$ cat src/rtl/dmem_arbiter_pkg.sv
// Shared definitions for the data-memory arbiter: access size codes,
// FSM state encoding and the request legality check.
package dmem_arbiter_pkg;

    localparam logic [2:0] F3_LB  = 3'b000;
    localparam logic [2:0] F3_LH  = 3'b001;
    localparam logic [2:0] F3_LW  = 3'b010;
    localparam logic [2:0] F3_LBU = 3'b100;
    localparam logic [2:0] F3_LHU = 3'b101;

    typedef enum logic [1:0] {
        ST_IDLE  = 2'd0,
        ST_ISSUE = 2'd1,
        ST_DATA  = 2'd2
    } state_e;

    // Unsigned loads have no store counterpart.
    function automatic logic f3_illegal(input logic we, input logic [2:0] f3);
        logic bad;
        bad = 1'b1;
        unique case (f3)
            F3_LB, F3_LH, F3_LW: bad = 1'b0;
            F3_LBU, F3_LHU:      bad = we;
            default:             bad = 1'b1;
        endcase
        return bad;
    endfunction

endpackage

$ cat src/rtl/dmem_rr_pick.sv
// Two-way requester pick: round-robin against the last grant, or fixed
// priority to port 0 when RR is 0.
module dmem_rr_pick #(
    parameter int RR = 1
) (
    input  logic [1:0] req,
    input  logic       last,
    output logic [1:0] gnt
);

    always_comb begin
        gnt = 2'b00;
        if (RR == 0) begin
            gnt[0] = req[0];
            gnt[1] = req[1] & ~req[0];
        end else if (req == 2'b11) begin
            gnt = last ? 2'b01 : 2'b10;
        end else begin
            gnt = req;
        end
    end

endmodule

$ cat src/rtl/dmem_arbiter.sv
// Shares a single-port registered-read data memory between the core LSU
// (port 0) and the loader/DMA (port 1), one access per three cycles.
module dmem_arbiter
    import dmem_arbiter_pkg::*;
#(
    parameter int MEM_SIZE = 1024,
    parameter int RR       = 1
) (
    input  logic        clk,
    input  logic        rst,
    input  logic        r0_valid,
    output logic        r0_ready,
    input  logic        r0_we,
    input  logic [2:0]  r0_funct3,
    input  logic [31:0] r0_addr,
    input  logic [31:0] r0_wdata,
    output logic        r0_rsp_valid,
    output logic [31:0] r0_rsp_rdata,
    output logic        r0_rsp_err,
    input  logic        r1_valid,
    output logic        r1_ready,
    input  logic        r1_we,
    input  logic [2:0]  r1_funct3,
    input  logic [31:0] r1_addr,
    input  logic [31:0] r1_wdata,
    output logic        r1_rsp_valid,
    output logic [31:0] r1_rsp_rdata,
    output logic        r1_rsp_err,
    output logic        mem_we,
    output logic [2:0]  mem_i,
    output logic [31:0] mem_a,
    output logic [31:0] mem_wd,
    input  logic [31:0] mem_rd
);

    state_e      state_q, state_d;
    logic        we_q, we_d;
    logic [2:0]  f3_q, f3_d;
    logic [31:0] addr_q, addr_d;
    logic [31:0] wdata_q, wdata_d;
    logic        owner_q, owner_d;
    logic        err_q, err_d;
    logic        last_q, last_d;

    logic [1:0]  gnt;
    logic        accept;
    logic        rsp_v;
    logic [31:0] rsp_data;

    dmem_rr_pick #(.RR(RR)) u_pick (
        .req  ({r1_valid, r0_valid}),
        .last (last_q),
        .gnt  (gnt)
    );

    assign accept   = (state_q == ST_IDLE) & ~rst;
    assign r0_ready = accept & gnt[0];
    assign r1_ready = accept & gnt[1];

    always_comb begin
        state_d = state_q;
        we_d    = we_q;
        f3_d    = f3_q;
        addr_d  = addr_q;
        wdata_d = wdata_q;
        owner_d = owner_q;
        err_d   = err_q;
        last_d  = last_q;
        unique case (state_q)
            ST_IDLE: begin
                if (r0_ready | r1_ready) begin
                    owner_d = r1_ready;
                    last_d  = r1_ready;
                    we_d    = r1_ready ? r1_we     : r0_we;
                    f3_d    = r1_ready ? r1_funct3 : r0_funct3;
                    addr_d  = r1_ready ? r1_addr   : r0_addr;
                    wdata_d = r1_ready ? r1_wdata  : r0_wdata;
                    err_d   = f3_illegal(we_d, f3_d)
                            | (addr_d >= 32'(MEM_SIZE));
                    state_d = ST_ISSUE;
                end
            end
            ST_ISSUE: state_d = ST_DATA;
            ST_DATA:  state_d = ST_IDLE;
            default:  state_d = ST_IDLE;
        endcase
    end

    always_ff @(posedge clk) begin
        if (rst) begin
            state_q <= ST_IDLE;
            we_q    <= 1'b0;
            f3_q    <= 3'b000;
            addr_q  <= 32'h0;
            wdata_q <= 32'h0;
            owner_q <= 1'b0;
            err_q   <= 1'b0;
            last_q  <= 1'b1;
        end else begin
            state_q <= state_d;
            we_q    <= we_d;
            f3_q    <= f3_d;
            addr_q  <= addr_d;
            wdata_q <= wdata_d;
            owner_q <= owner_d;
            err_q   <= err_d;
            last_q  <= last_d;
        end
    end

    // Write gated by rst directly so a reset landing in ISSUE never stores.
    assign mem_we = (state_q == ST_ISSUE) & we_q & ~err_q & ~rst;
    assign mem_i  = f3_q;
    assign mem_a  = addr_q;
    assign mem_wd = wdata_q;

    assign rsp_v    = (state_q == ST_DATA) & ~rst;
    assign rsp_data = (~we_q & ~err_q) ? mem_rd : 32'h0;

    assign r0_rsp_valid = rsp_v & ~owner_q;
    assign r1_rsp_valid = rsp_v & owner_q;
    assign r0_rsp_rdata = r0_rsp_valid ? rsp_data : 32'h0;
    assign r1_rsp_rdata = r1_rsp_valid ? rsp_data : 32'h0;
    assign r0_rsp_err   = r0_rsp_valid & err_q;
    assign r1_rsp_err   = r1_rsp_valid & err_q;

endmodule

$ cat config.mk
export PLATFORM = sky130hd
export DESIGN_NAME = dmem_arbiter
export DESIGN_NICKNAME = d
export VERILOG_FILES = /design/src/rtl/dmem_arbiter_pkg.sv /design/src/rtl/dmem_rr_pick.sv /design/src/rtl/dmem_arbiter.sv
export SDC_FILE = /design/constraint.sdc
export NUM_CORES = 1
export LEC_CHECK = 0
export CAP_MARGIN = 20
export CORE_AREA = 4 4 118 120
export CTS_BUF_LIST = sky130_fd_sc_hd__clkbuf_8
export DETAILED_ROUTE_END_ITERATION = 16
export DIE_AREA = 0 0 122 124
export GPL_ROUTABILITY_DRIVEN = 1
export PLACE_DENSITY = 0.75
export SLEW_MARGIN = 20
export SYNTH_ARGS = -nofsm -noshare
export SYNTH_HDL_FRONTEND = slang
export SYNTH_SLANG_ARGS = --single-unit
$ cat constraint.sdc
create_clock -name clk -period 1.8 [get_ports clk]
set_input_delay 0.36 -clock clk [delete_from_list [all_inputs] [get_ports clk]]
set_output_delay 0.36 -clock clk [all_outputs]
set_load 0.01 [all_outputs]
==> reports/metrics.yaml, run 1 <==
outcome: "complete, but fails checks"
failed_checks: "negative setup slack"
tritoncts_sinks: 73
grt_overflow: 0
width_of_the_chip_um: 122
yosysWarnings: 0
hold_path_class: "input pin to register"
ys_seq_area_frac: 0.3822
worstPathMaxFanout: 9
cts_hold_repair.buffers: 0
vias: 5108
synth_cells: 468
tightest_slew_ns: 0.7462
power.density_cell_area_nw_per_um2: 611.2
grt_start_max_net_pins: 67
core_area_um2: 12980
avgRoutedWirePerCell_um: 19.18
irDropWorstVdd_v: 0.0005023
die_h_um: 124
area_delta_synth_final_pct: 109.0
total_power_mw: 4.884
largest_clock_skew_in_the_final_design_ns: 0.007383
insertedDiodeCount: 0
finalNetCount: 971
critical_path.startpoint_type: "register"
hold_viol: 0
floorplan.initialDensity: 0.2946
critPathCaptureType: "output port"
post-route-util: 0.6157
die-area_um2: 15130
yosys.cell_types.count: 33
required_ns: 1.44
worst_slack_ns: -0.3188
timing.final.crit_share: 1.177
clock_tree.root_cell: "sky130_fd_sc_hd__clkbuf_8"
crit_arrival_ns: 1.76
route.detailed.vias_per_inst: 5.223
crit_slowest_cell: "sky130_fd_sc_hd__dfxtp_4"
drt_pass1_iterations: 5
gr_util_all_layers: 0.2108
fin_hold_ws_ns: 0.3534
gp_routability_congestion: 0.9106
dp_worst_setup_slack_ns: -0.4467
fin_setup_tns_ns: -13.44
setup_viol_count_final: 69
worst-setup-path-type: "register to output port"
tritoncts: "yes"
rsz0062_at_grt: "yes"
grt_pass1_vias: 4770
timing.final.crit_period_ns: 2.119
drt-initial-drc-count: 347
layout.cells.most_common: "sky130_fd_sc_hd__clkdlybuf4s50_1"
clock_insertion_delay_worst_skew_ns: 0.36
synthDominantCellAreaShare: 0.3822
slew_margin_rel: 0.5026
maxSlewViolCount: 0
dp_cells: 933
htree_num_levels: 3
pin_count: 310
grt_first_pass_wirelength_um: 24870
grt_antenna_before_repair: 0
postSynthRegisterBits: 73
port_buffers: 309
maxCapViolCount: 0
syn-mean-instance-area_um2: 8.170
layout.cell_area.non_filler_um2: 7991
final_layout_size_suffix_gt1_frac: 0.2357
routed_wl_um: 18760
cts-root-to-sink-buffers: 2
dpl.hpwl_um: 12750
placed_cell_area_um2: 7232
layout.cells.most_common_list: "237 x sky130_fd_sc_hd__clkdlybuf4s50_1, 72 x sky130_fd_sc_hd__nand2_1, 70 x sky130_fd_sc_hd__dfxtp_1, 53 x sky130_fd_sc_hd__and3_1, 49 x sky130_fd_sc_hd__buf_2"
finalNonFillerCells: 978
post_detailed_route_drc_marker_count: 0
cts_inserted_buffers: 9
leakagePower_nw: 3.576
post_detailed_route_count_of_antenna_violating_nets: 0
postSynthNetCount: 640
clock.fmax_mhz: 472.0
fp-row-count: 42
critPathMaxStageDelay_ns: 0.36
mappedNetlistArea_um2: 3824
synth.top_cells.by_area: "sky130_fd_sc_hd__dfxtp_1 38%, sky130_fd_sc_hd__and3_1 11%, sky130_fd_sc_hd__mux2i_1 8.1%, sky130_fd_sc_hd__a311oi_1 7.8%, sky130_fd_sc_hd__nand2_1 7.5%"
post-synth-top-area-cell: "sky130_fd_sc_hd__dfxtp_1"
cts.clk_slew.worst_paths_ns: 0.08
timing.critical_path.cells: "nor4b_4 > buf_4 > buf_6 > buf_12 > and3_1 > buf_2"
cell usage after synthesis:
library cell               number
sky130_fd_sc_hd__nand2_1       76
sky130_fd_sc_hd__dfxtp_1       73
sky130_fd_sc_hd__and3_1        65
sky130_fd_sc_hd__nor2_1        39
sky130_fd_sc_hd__a311oi_1      34
sky130_fd_sc_hd__o21ai_0       34
sky130_fd_sc_hd__mux2i_1       31
sky130_fd_sc_hd__nand3b_1      31
sky130_fd_sc_hd__clkbuf_1      25
sky130_fd_sc_hd__buf_2         14
sky130_fd_sc_hd__nor4_1         8
sky130_fd_sc_hd__buf_4          5
sky130_fd_sc_hd__nand3_1        4
sky130_fd_sc_hd__a21oi_1        3
sky130_fd_sc_hd__a311oi_2       3
sky130_fd_sc_hd__a211oi_1       2
sky130_fd_sc_hd__and2_1         2
sky130_fd_sc_hd__inv_2          2
sky130_fd_sc_hd__nand4_1        2
sky130_fd_sc_hd__nor3_1         2
sky130_fd_sc_hd__a21bo_2        1
sky130_fd_sc_hd__a21boi_1       1
sky130_fd_sc_hd__a311o_1        1
sky130_fd_sc_hd__and3b_1        1
sky130_fd_sc_hd__and4bb_2       1
sky130_fd_sc_hd__buf_1          1
sky130_fd_sc_hd__buf_6          1
sky130_fd_sc_hd__nand2b_1       1
sky130_fd_sc_hd__nor3_4         1
sky130_fd_sc_hd__nor3b_1        1
sky130_fd_sc_hd__nor4b_2        1
sky130_fd_sc_hd__o221ai_1       1
sky130_fd_sc_hd__or2_1          1
state kept, by name (all words and copies together) (netlist names):
signal   cells
mem_a       32
mem_wd      32
mem_i        3
state_q      2
err_q        1
last_q       1
owner_q      1
we_q         1
repair_timing:
item,CTS,global route
setup endpoints to repair,87,99
resized for setup,231,144
pin swaps,15,29
gates cloned,5,13
buffers inserted,8,9
cells by family after synthesis:
logic type | after synthesis | share of synthesized area
simple gates | 236 | 0.3266
buf+inv | 48 | 0.05857
mux | 31 | 0.08115
compound gates | 80 | 0.1515
flops | 73 | 0.3822
cell type report:
cell class / count / area (um2)
sequential: 73 / 1468
clock buffer: 11 / 151.4
inverter: 2 / 22.52
fill: 1087 / 4989
tap: 176 / 220.2
multi-input combinational: 347 / 2354
clock inverter: 3 / 42.54
timing repair buffer: 366 / 3734
per-layer routing:
layer | vias to the layer above | share of wire | track usage | wire (um)
met5 | - | 0 | 0 | 0
met2 | 266 | 0.50 | 0.3798 | 9463
li1 | 2360 | - | - | -
met3 | 50 | 0.074 | 0.05858 | 1386
met1 | 2432 | 0.39 | 0.2321 | 7309
met4 | 0 | 0.032 | 0.09174 | 603
path summary, 6_finish.rpt:
| path | slack, ns | start | end | cells after the start |
|---|---|---|---|---|
| worst max-delay path | -0.32 | state_q[0] | r0_rsp_rdata[20] | 6 |
| worst max register to register | 0.02 | state_q[0] | err_q | 10 |
| worst min register to register | 0.48 | state_q[1] | state_q[1] | 1 |
| worst min-delay path | 0.35 | rst | state_q[1] | 3 |
report_power, final:
| part | internal, mW | total [mW] | switching, mW | leakage (nW) |
|---|---|---|---|---|
| Combinational | 0.980 | 1.70 | 0.715 | 2.87 |
| Sequential | 1.78 | 1.88 | 0.0971 | 0.605 |
| Clock | 0.698 | 1.31 | 0.611 | 0.103 |
worst max-delay path: cells and delay by family, from the launching register on:
| kind | cells | cell delay (ns) |
|---|---|---|
| simple gates | 2 | 0.47 |
| buf+inv | 4 | 0.55 |
| flops | 1 | 0.36 |
(Power assumes the default switching activity.)
==> run 2, diff against run 1 <==
--- a/config.mk
+++ b/config.mk
@@ -12,7 +12,6 @@
 export DIE_AREA = 0 0 122 124
 export GPL_ROUTABILITY_DRIVEN = 1
 export PLACE_DENSITY = 0.75
-export SLEW_MARGIN = 20
 export SYNTH_ARGS = -nofsm -noshare
 export SYNTH_HDL_FRONTEND = slang
 export SYNTH_SLANG_ARGS = --single-unit
==> constraint.sdc (replaced) <==
create_clock -name clk -period 1.8 [get_ports clk]
set_input_delay 0.36 -clock clk [delete_from_list [all_inputs] [get_ports clk]]
set_output_delay 0.36 -clock clk [all_outputs]
set_load 0.1 [all_outputs]
==> reports/metrics.yaml, run 2 (synthesis results as in run 1) <==
timing.critical_path.cells: "nor4b_4 > buf_12 > and3_2 > buf_12"
tritoncts_sinks: 73
timing.final.crit_period_ns: 2.016
critPathMaxStageDelay_ns: 0.36
tritoncts: "yes"
min_to: "state_q[1]"
cts-root-to-sink-buffers: 2
cts_hold_repair.buffers: 0
grt_first_pass_wirelength_um: 25940
dp_cells: 931
slew_margin_rel: 0.6396
clock.fmax_mhz: 496.0
critPathCaptureType: "output port"
floorplan.initialDensity: 0.2946
whs_path_depth: 1
clock_tree.root_cell: "sky130_fd_sc_hd__clkbuf_8"
finalNetCount: 941
fp-row-count: 42
critical_path.startpoint_type: "register"
width_of_the_chip_um: 122
outcome: "complete, but fails checks"
gp_routability_congestion: 0.9250
fin_setup_tns_ns: -12.69
hold_path_class: "register to register"
htree_num_levels: 3
failed_checks: "negative setup slack"
die_h_um: 124
required_ns: 1.44
layout.cell_area.non_filler_um2: 9158
dp_worst_setup_slack_ns: -0.3046
dpl.hpwl_um: 14370
tightest_slew_ns: 0.5407
route.detailed.vias_per_inst: 5.096
post_detailed_route_count_of_antenna_violating_nets: 0
met2WireLength_um: 9280
gr_util_all_layers: 0.2181
drt-initial-drc-count: 278
timing.final.crit_share: 1.120
grt_antenna_before_repair: 1
total_power_mw: 6.381
cts.clk_slew.worst_paths_ns: 0.08
layout.cells.most_common: "sky130_fd_sc_hd__clkdlybuf4s50_1"
topRoutingLayerUsed: "met4"
maxSlewViolCount: 0
placed_cell_area_um2: 8852
leakagePower_nw: 3.719
post_detailed_route_drc_marker_count: 0
layout.cells.most_common_list: "169 x sky130_fd_sc_hd__clkdlybuf4s50_1, 144 x sky130_fd_sc_hd__buf_12, 74 x sky130_fd_sc_hd__nand2_1, 70 x sky130_fd_sc_hd__dfxtp_1, 51 x sky130_fd_sc_hd__and3_4"
vias: 4841
core_area_um2: 12980
routed_wl_um: 17650
avgRoutedWirePerCell_um: 18.58
wl_met3_um: 1765
power.density_cell_area_nw_per_um2: 696.8
hold_viol: 0
setup_viol_count_final: 68
worst_hold_startpoint: "state_q[1]"
r2r_start: "state_q[1]"
routedLengthMet1_um: 6153
r2r_setup_slack_ns: 0.12
crit_path_frequent_cell: "sky130_fd_sc_hd__buf_12"
rsz0062_at_grt: "yes"
crit_slowest_cell: "sky130_fd_sc_hd__dfxtp_2"
crit_arrival_ns: 1.66
port_buffers: 309
worst-setup-path-type: "register to output port"
clock_insertion_delay_worst_skew_ns: 0.35
final_layout_size_suffix_gt1_frac: 0.3441
grt_start_max_net_pins: 65
die-area_um2: 15130
maxCapViolCount: 0
finalNonFillerCells: 950
grt_pass1_vias: 4805
worst_r2r_endpoint: "mem_a[22]"
cts_inserted_buffers: 9
rr_worst_depth: 8
pin_count: 310
drt_pass1_iterations: 5
area_delta_synth_final_pct: 139.5
worst_slack_ns: -0.2162
grt_overflow: 0
irDropWorstVdd_v: 0.0004464
fin_hold_ws_ns: 0.4749
post-route-util: 0.7055
worstPathMaxFanout: 34
largest_clock_skew_in_the_final_design_ns: 0.01274
-- run 2: metal layers --
layer	vias up	GRT usage
li1	2294	-
met1	2221	0.2360
met2	288	0.3999
met3	38	0.06948
met4	0	0.07773
met5	-	0
-- run 2: repair_timing --
item / in CTS / in global routing
buffers inserted: 2 / 0
resized for setup: 11 / 7
gates cloned: 0 / 1
hold endpoints to repair: 0 / 0
pin swaps: 2 / 1
setup endpoints to repair: 71 / 99
-- run 2: power by group --
part	leakage, nW	internal, mW	switching [mW]
Clock	0.110	0.812	0.625
Combinational	3.00	1.20	1.77
Sequential	0.605	1.78	0.184
Total	3.72	3.80	2.58
-- run 2: cell type report --
cell class | instances | area, um2
clock inverters | 5 | 80.08
clock buffers | 10 | 137.6
flip-flops and latches | 73 | 1468
fillers | 944 | 3822
multi-input cells | 347 | 2472
diodes | 1 | 2.502
repair buffers | 336 | 4762
inverters | 2 | 15.01
well taps | 176 | 220.2
-- run 2: worst max-delay path: cells and delay by family (launching register included) --
family / cells / cell delay [ns]
AND/OR/NAND/NOR: 2 / 0.54
buffers and inverters: 2 / 0.41
flip-flops: 1 / 0.36
-- run 2: how the worst max path moves through the flow --
stage | start | end | slack, ns | depth (start not counted)
6_report | state_q[0] | r0_rsp_rdata[4] | -0.22 | 4
5_1_grt | state_q[0] | r0_rsp_rdata[3] | -0.29 | 4
4_1_cts | state_q[0] | r0_rsp_rdata[3] | -0.25 | 4
3_5_place_dp | r0_valid | mem_wd[18] | -0.30 | 6
3_3_place_gp | r0_valid | mem_wd[28] | -0.21 | 6
2_1_floorplan | state_q[0] | r0_rsp_rdata[10] | -0.11 | 3
==> run 3, diff against run 2 <==
--- a/config.mk
+++ b/config.mk
@@ -5,13 +5,16 @@
 export SDC_FILE = /design/constraint.sdc
 export NUM_CORES = 1
 export LEC_CHECK = 0
+export ABC_AREA = 1
 export CAP_MARGIN = 20
-export CORE_AREA = 4 4 118 120
+export CORE_AREA = 4 4 117 119
 export CTS_BUF_LIST = sky130_fd_sc_hd__clkbuf_8
 export DETAILED_ROUTE_END_ITERATION = 16
-export DIE_AREA = 0 0 122 124
+export DIE_AREA = 0 0 121 123
 export GPL_ROUTABILITY_DRIVEN = 1
-export PLACE_DENSITY = 0.75
+export GPL_TIMING_DRIVEN = 0
+export PLACE_DENSITY = 0.79
+export SLEW_MARGIN = 20
 export SYNTH_ARGS = -nofsm -noshare
 export SYNTH_HDL_FRONTEND = slang
 export SYNTH_SLANG_ARGS = --single-unit
==> reports/metrics.yaml, run 3 <==
failed_checks: "negative setup slack"
die-area_um2: 14880
area_delta_synth_final_pct: 155.2
grt_overflow: 0
gp_routability_congestion: 0.8246
mappedNetlistArea_um2: 4125
crit_arrival_ns: 1.72
width_of_the_chip_um: 121
number_of_enable_flip_flop_cells_after_synthesis: 0
maxCapViolCount: 0
setup_viol_count_final: 74
timing.final.crit_share: 1.158
power.density_cell_area_nw_per_um2: 728.4
power_frac_comb: 0.572
dp_cells: 1113
critical_path.startpoint_type: "register"
tightest_slew_ns: 0.6036
worst_slack_ns: -0.2850
fin_setup_tns_ns: -16.09
synthDominantCellAreaShare: 0.3543
avgRoutedWirePerCell_um: 19.50
postSynthRegisterBits: 73
post-synth-top-area-cell: "sky130_fd_sc_hd__dfxtp_1"
grt_first_pass_wirelength_um: 32270
vias: 5898
critPathCaptureType: "output port"
fp-row-count: 41
leakagePower_nw: 4.536
route.detailed.vias_per_inst: 5.024
floorplan.initialDensity: 0.3282
htree_num_levels: 3
pin_count: 310
outcome: "complete, but fails checks"
grt_start_max_net_pins: 13
grt_antenna_before_repair: 2
yosysWarnings: 0
clock.fmax_mhz: 479.6
post_detailed_route_count_of_antenna_violating_nets: 0
yosys.cell_types.count: 23
switching_power_mw: 3.783
drt-initial-drc-count: 282
cellInternalPower_mw: 3.885
drt_pass1_iterations: 5
timing.final.crit_period_ns: 2.085
routed_wl_um: 22890
syn-mean-instance-area_um2: 6.527
rsz0062_at_grt: "yes"
hold_viol: 0
finalNetCount: 1169
synth.top_cells.by_area: "sky130_fd_sc_hd__dfxtp_1 35%, sky130_fd_sc_hd__nand2_1 16%, sky130_fd_sc_hd__inv_1 8.8%, sky130_fd_sc_hd__nor3_1 7.8%, sky130_fd_sc_hd__o211ai_1 6.6%"
post_detailed_route_drc_marker_count: 0
worstPathMaxFanout: 7
core_area_um2: 12570
cts-root-to-sink-buffers: 2
cts.clk_slew.worst_paths_ns: 0.07
required_ns: 1.44
finalNonFillerCells: 1174
postSynth.asyncResetShare: 0
tritoncts: "yes"
synth.most_common_cell: "sky130_fd_sc_hd__nand2_1"
layout.cells.most_common: "sky130_fd_sc_hd__clkdlybuf4s50_1"
clock_tree.root_cell: "sky130_fd_sc_hd__clkbuf_8"
dpl.hpwl_um: 14950
synth.top_cells.by_count: "178 x sky130_fd_sc_hd__nand2_1, 97 x sky130_fd_sc_hd__inv_1, 73 x sky130_fd_sc_hd__dfxtp_1"
power_frac_seq: 0.262
maxSlewViolCount: 0
largest_clock_skew_in_the_final_design_ns: 0.01031
layout_fillers: 720
sw_ratio: 0.4934
final_layout_size_suffix_gt1_frac: 0.3832
insertedDiodeCount: 0
grt_pass1_vias: 5730
tritoncts_sinks: 73
cts_inserted_buffers: 9
port_buffers: 309
ys_seq_area_frac: 0.3543
worst-setup-path-type: "register to output port"
layout.cells.most_common_list: "168 x sky130_fd_sc_hd__clkdlybuf4s50_1, 134 x sky130_fd_sc_hd__nand2_1, 91 x sky130_fd_sc_hd__inv_1, 80 x sky130_fd_sc_hd__buf_12, 71 x sky130_fd_sc_hd__dfxtp_1"
synth_cells: 632
clock_insertion_delay_worst_skew_ns: 0.37
die_h_um: 123
ys_dominant_reg_cell: "sky130_fd_sc_hd__dfxtp_1"
postSynthNetCount: 804
gr_util_all_layers: 0.2789
irDropWorstVdd_v: 0.0005699
clock_network_fraction_of_total_power: 0.166
slew_margin_rel: 0.5995
hold_path_class: "input pin to register"
run 3: changes by cell type after synthesis, moves of 15 or more:
cell,before,now
sky130_fd_sc_hd__a311oi_1,34,0
sky130_fd_sc_hd__a31oi_1,0,31
sky130_fd_sc_hd__and3_1,65,0
sky130_fd_sc_hd__a21oi_1,3,33
sky130_fd_sc_hd__o211ai_1,0,36
sky130_fd_sc_hd__nor3_1,2,64
sky130_fd_sc_hd__nand3_1,4,24
sky130_fd_sc_hd__mux2i_1,31,0
sky130_fd_sc_hd__o21ai_0,34,3
sky130_fd_sc_hd__nand2_1,76,178
sky130_fd_sc_hd__nand3b_1,31,16
sky130_fd_sc_hd__nor2_1,39,19
sky130_fd_sc_hd__inv_1,0,97
run 3: worst paths after layout:
check / from / endpoint / slack (ns) / depth (start not counted)
min reg2reg: mem_a[17] / mem_a[17] / 0.50 / 2
max reg2reg: state_q[1] / err_q / -0.13 / 17
min: rst / owner_q / 0.36 / 2
max: state_q[0] / r0_rsp_rdata[4] / -0.28 / 7
run 3: what timing repair did:
action | in CTS | in global routing
hold buffers | 0 | 0
setup buffers | 15 | 13
cloned | 4 | 14
gates resized for setup | 897 | 122
endpoints found under the hold margin | 0 | 0
pin swaps | 11 | 38
setup endpoints to repair | 210 | 140
run 3: logic make-up (layout without fill, tap and decap cells):
group	after synthesis	in the layout	share of synthesized area
buffers and inverters	149	519	0.1617
and+or+nand+nor	305	305	0.3236
DFF	73	73	0.3543
AOI/OAI and AO/OA	105	105	0.1605
run 3: routing by layer:
layer  wire length (um)  GRT usage  vias to the layer above  share of wire
met3               1920    0.07365                       53          0.084
met5                 21          0                        -        0.00092
li1                   -          -                     2803              -
met4                637     0.1013                        4          0.028
met2              11850     0.5036                      289           0.52
met1               8465     0.3167                     2749           0.37
run 3: critical path, stage by stage, from the launching register on:
cell and delay, ns:
sky130_fd_sc_hd__dfxtp_4 0.36, sky130_fd_sc_hd__nor2_4 0.12, sky130_fd_sc_hd__nand2_4 0.07, sky130_fd_sc_hd__nor2_4 0.15, sky130_fd_sc_hd__inv_8 0.08, sky130_fd_sc_hd__clkbuf_16 0.18
sky130_fd_sc_hd__nor3_4 0.19, sky130_fd_sc_hd__buf_12 0.21
run 3: power groups by stage:
stage | clock, mW | combinational (mW) | sequential (mW)
CTS | 1.28 | 4.02 | 2.00
global route | 1.35 | 4.55 | 2.03
floorplan | 0 | 1.09 | 3.65
finish | 1.27 | 4.39 | 2.01
detailed placement | 0 | 3.84 | 2.03
global placement | 0 | 3.83 | 2.02
run 3: layout make-up:
class / instances / area [um2] / area share
timing repair buffer: 354 / 4577 / 0.4348
multi-input combinational: 410 / 2997 / 0.2847
sequential: 73 / 1466 / 0.1393
buffer: 49 / 679.4 / 0.06454
inverter: 100 / 400.4 / 0.03804
tap: 172 / 215.2 / 0.02044
clock buffer: 12 / 165.2 / 0.01569
clock inverter: 4 / 26.28 / 0.002496
run 3: metrics by stage:
stage / setup slack, ns / power [mW] / cell area, um2 / hold WS [ns] / utilization
after floorplan: -0.8272 / 4.745 / 5001 / 0.4250 / -
after global placement: -1.753 / 5.847 / 8309 / 0.4768 / 0.6611
after detailed placement: -1.748 / 5.867 / 8312 / 0.4771 / 0.6613
after CTS: -0.3296 / 7.295 / 9691 / 0.3592 / 0.7710
after global routing: -0.3659 / 7.933 / 10530 / 0.3572 / 0.8375
final: -0.2850 / 7.668 / 10530 / 0.3603 / 0.8375
